File: config.mk
export PLATFORM = sky130hd
export DESIGN_NAME = layer_argmax_10_16
export DESIGN_NICKNAME = d
export VERILOG_FILES = /design/src/rtl/layer_pkg.sv /design/src/rtl/layer_argmax_10_16.sv
export SDC_FILE = /design/constraint.sdc
export NUM_CORES = 1
export LEC_CHECK = 0
export ABC_AREA = 0
export CORE_UTILIZATION = 57
export CTS_CLUSTER_SIZE = 25
export DETAILED_ROUTE_END_ITERATION = 8
export GPL_TIMING_DRIVEN = 0
export HOLD_SLACK_MARGIN = 0.02
export PLACE_DENSITY_LB_ADDON = 0.3
export SETUP_SLACK_MARGIN = 0.2
export SLEW_MARGIN = 15
export SYNTH_ARGS = -nofsm -noshare
export SYNTH_HDL_FRONTEND = slang
export SYNTH_SLANG_ARGS = --single-unit
File: constraint.sdc
create_clock -name clk -period 7.5 [get_ports clk]
set_input_delay 1.125 -clock clk [delete_from_list [all_inputs] [get_ports clk]]
set_output_delay 1.125 -clock clk [all_outputs]
set_load 0.005 [all_outputs]
File: src/rtl/layer_pkg.sv
// layer_pkg: state encoding and default vector shape shared by every layer stage.
package layer_pkg;
  localparam int M_DEF = 10;
  localparam int T_DEF = 16;
  typedef enum logic {ACC, OUT} state_t;
endpackage

File: src/rtl/layer_argmax_10_16.sv
// layer_argmax_10_16: streaming signed argmax over M-word vectors with a valid/ready result port.
module layer_argmax_10_16
  import layer_pkg::*;
#(
  parameter int M    = M_DEF,
  parameter int T    = T_DEF,
  parameter int logM = $clog2(M)
) (
  input  logic                clk,
  input  logic                reset,
  input  logic                s_valid,
  input  logic signed [T-1:0] data_in,
  output logic                s_ready,
  output logic                m_valid,
  input  logic                m_ready,
  output logic signed [T-1:0] data_out,
  output logic [logM-1:0]     idx_out
);
  state_t              state;
  logic [logM-1:0]     cnt, run_idx, nxt_idx;
  logic signed [T-1:0] run_max, nxt_max;
  logic                in_xfer, last, take;
  // Accepting while OUT drains lets the next vector's first word ride the output transfer.
  assign s_ready = reset && (state == ACC || (state == OUT && m_ready));
  assign m_valid = state == OUT;
  assign in_xfer = s_valid && s_ready;
  assign last    = int'(cnt) == M - 1;
  assign take    = cnt == '0 || data_in > run_max;
  assign nxt_max = take ? data_in : run_max;
  assign nxt_idx = take ? cnt : run_idx;
  always_ff @(posedge clk or negedge reset) begin
    if (!reset) begin
      state <= ACC;
      cnt   <= '0;
    end else if (in_xfer) begin
      cnt   <= last ? '0 : cnt + 1;
      state <= last ? OUT : ACC;
    end else if (m_valid && m_ready) begin
      state <= ACC;
    end
  end
  always_ff @(posedge clk or negedge reset) begin
    if (!reset) begin
      run_max  <= '0;
      run_idx  <= '0;
      data_out <= '0;
      idx_out  <= '0;
    end else if (in_xfer) begin
      run_max <= nxt_max;
      run_idx <= nxt_idx;
      if (last) begin
        data_out <= nxt_max;
        idx_out  <= nxt_idx;
      end
    end
  end
endmodule

==> results.yml <==
critical_path:
  crit_arrival_ps: 3800
  cp_max_fo: 10
  crit_path_start_kind: "input port"
  max_stage_delay_ps: 450
  rr_worst_depth: 10
  worstPathCellList: "clkdlybuf4s50_1, ha_1, nand4_2, nor4_1, o21ai_0, o311ai_0, a21oi_2, nor2b_1, buf_6, mux2_4"
  critical_path_class: "in2reg"
  cp.required_ps: 7680
  end_kind: "register"
  cp_slowest_cell: "clkdlybuf4s50_1"
die:
  dieHeight_um: 67.1
  die_w_um: 67.1
  start_util_pct: 60.0
  rows: 23
  dieArea_sq_um: 4510
  io_pins: 42
  fp.coreArea_sq_um: 4030
cells_and_area:
  syn_to_final_growth_pct: 23.2
  layout-drive-gt1-share_pct: 11.7
  fillCellCount: 310
  multi_input_area_sq_um: 1140
  fin_nets: 310
  diodes: 0
  seq_area_sq_um: 1130
hold_path:
  min_path_type: "reg2reg"
  min_path_cells: 2
pwr:
  peakVddDrop_uv: 216
  p_sw_share_pct: 35.1
  switchingPower_w: 0.000423
  seqPwrFrac_pct: 37.1
  intPower_w: 0.000782
  leakage_nw: 1.39
  clkPwrFrac_pct: 11.3
  p_comb_share_pct: 51.6
  powerDensity_nw_per_um2: 404
sta:
  drv_slew: 0
  setup-tns-final_ps: 0
  worst_slew_pin_slew_ps: 523
  fmax_mhz: 276
  setup_ws_ps: 3870
  hold_violations: 0
  post-route-period-util_pct: 48.3
  fin_skew_ps: 7.09
  min_period_ps: 3630
  setup_viol: 0
  relSlewSlack_pct: 65.2
  rsz0062_at_grt: "no"
detailed_routing:
  vias: 1762
  antenna_left: 0
  post_drt_wl_per_cell_um: 14.2
  drtIter0Drc: 97
  viasPerCell: 5.46
  drcViolationCount: 0
  drtPass1Iterations: 4
  routed_wl_mm: 4.58
synth:
  synth_area_sq_um: 2420
  ys_seq_area_share_pct: 46.6
  synth_seq_cells: 45
  yosysUniqueCellTypes: 32
  synth.yosys.warnings: 0
  syn_avg_cell_area_sq_um: 10.7
  netlist_instances: 225
  ys_top_cells_by_area: "dfrtp_1, mux2_4, ha_1, mux2i_1, a21oi_1"
  netlist.area_leader.share_pct: 46.6
  synth_fp_nets: 261
  yosysTopAreaCell: "dfrtp_1"
clock_tree:
  cts_max_path_buffers: 2
  cts_setup_buffers: 0
  cts_buffers: 5
  clk_latency_ps: 290
  cts-root-buf: "clkbuf_8"
  htree_num_levels: 2
  postCtsResizedCells: 0
  cts_tree: "done"
  cts_hold_buf: 0
  clkSlewWorstSetupHoldPaths_ps: 70
  cts.sinks: 45
global_route:
  antenna_found_initial: 0
  grt_pass1_vias: 1742
  grt_overflow_total: 0
  grt_first_pass_wirelength_mm: 7.93
  grt_max_degree: 33
  grt_usage_pct: 23.8
place:
  hpwl_mm: 3.29
  post-place-ws_ps: 3560
  numPortBuffers: 41
  routabilityCongestion: 0.802
status:
  status: "completed"
job:
  maxCapViolCount: 0
==> registers in the layout, indices dropped and copies added (netlist names) <==
name / count
data_out: 16
run_max: 16
cnt: 4
idx_out: 4
run_idx: 4
m_valid: 1
==> cell usage in the layout, fill, tap and decap left out, types with 2 or more instances in the layout <==
cell              n
buf_6             2
buf_4             2
a21o_1            2
clkbuf_1          6
nor2b_1           4
clkbuf_8          5
mux2i_1          16
a21oi_1          24
nand2b_1          3
and3_1            2
o21ai_0           9
nor2_1           20
dfrtp_1          45
ha_1             16
nor3_1            3
nand2_1           7
clkdlybuf4s50_1  40
nand3_1           5
nor4_1            3
inv_1            23
mux2_4           18
nand4_1           3
==> final cells by class <==
type	count	area share [%]
multi-input combinational	147	38.4
tap	50	2.10
sequential	45	37.8
clock inverter	1	0.168
inverter	23	2.90
buffer	10	2.02
clock buffer	5	2.31
timing repair buffer	42	14.3
==> path summary, 6_finish.rpt <==
path,slack [ps],from,end
worst max-delay path,3870,data_in[15],run_max[6]$_DFFE_PN0P_
max in group asynchronous,6270,reset,run_idx[3]$_DFFE_PN0P_
worst min register to register,510,run_idx[2]$_DFFE_PN0P_,idx_out[2]$_DFFE_PN0P_
worst max register to register,4770,run_max[15]$_DFFE_PN0P_,run_max[6]$_DFFE_PN0P_
worst min-delay path,510,run_idx[2]$_DFFE_PN0P_,idx_out[2]$_DFFE_PN0P_
min in group asynchronous,740,reset,run_max[14]$_DFFE_PN0P_
==> worst max-delay path, delay by kind of cell <==
kind            cells  cell delay [ps]
fa+ha+maj           1              390
compound gates      3              500
buf+inv             2              680
mux                 1              310
simple gates        3              790
==> Yosys cell counts, drive strengths merged <==
| library cell | count |
|---|---|
| nand2 | 7 |
| o31ai | 1 |
| and3 | 2 |
| mux2i | 16 |
| nand3 | 5 |
| dfrtp | 45 |
| nor2 | 20 |
| nor2b | 4 |
| nand4 | 4 |
| a21oi | 25 |
| nor3 | 3 |
| a21o | 2 |
| inv | 23 |
| xnor2 | 1 |
| nor3b | 1 |
| or4 | 1 |
| mux2 | 18 |
| o21bai | 1 |
| and2 | 1 |
| nand2b | 3 |
| nor4 | 3 |
| ha | 16 |
| buf | 4 |
| o311ai | 1 |
| xor2 | 1 |
| o21ai | 9 |
| a31oi | 1 |
| a31o | 1 |
| clkbuf | 6 |
==> power by group through the flow <==
stage	sequential, W	clock [W]	combinational (W)
2_1_floorplan	0.000441	0	0.000414
3_3_place_gp	0.000445	0	0.000603
6_report	0.000447	0.000136	0.000621
3_5_place_dp	0.000452	0	0.000620
5_1_grt	0.000465	0.000150	0.000693
4_1_cts	0.000448	0.000140	0.000628
==> logic make-up (layout without fill, tap and decap cells) <==
group           after synthesis  in the layout  synth area share (%)
simple gates                 54             54                  11.1
flops                        45             45                  46.6
compound gates               41             41                  9.42
mux                          34             34                  17.8
buf+inv                      33             81                  6.06
fa+ha+maj                    16             16                  8.28
xor+xnor                      2              2                 0.725
==> layer usage <==
layer / GRT usage (%) / routed length (um) / share of wire (%)
met5: 0 / 0 / 0
met4: 6.38 / 45 / 0.98
met3: 5.14 / 158 / 3.5
met2: 39.8 / 2220 / 48
met1: 31.0 / 2160 / 47
==> stage by stage <==
step	hold WS [ps]	instance area, sq um	utilization [%]	total power [W]	std cells
2_1_floorplan	469	2420	-	0.000855	225
3_3_place_gp	479	2890	71.7	0.00105	316
3_5_place_dp	493	2910	72.1	0.00107	317
4_1_cts	517	2980	73.9	0.00122	323
5_1_grt	544	2980	73.9	0.00131	323
6_report	509	2980	73.9	0.00120	323
Note: power is estimated with default switching activity, not from simulation.
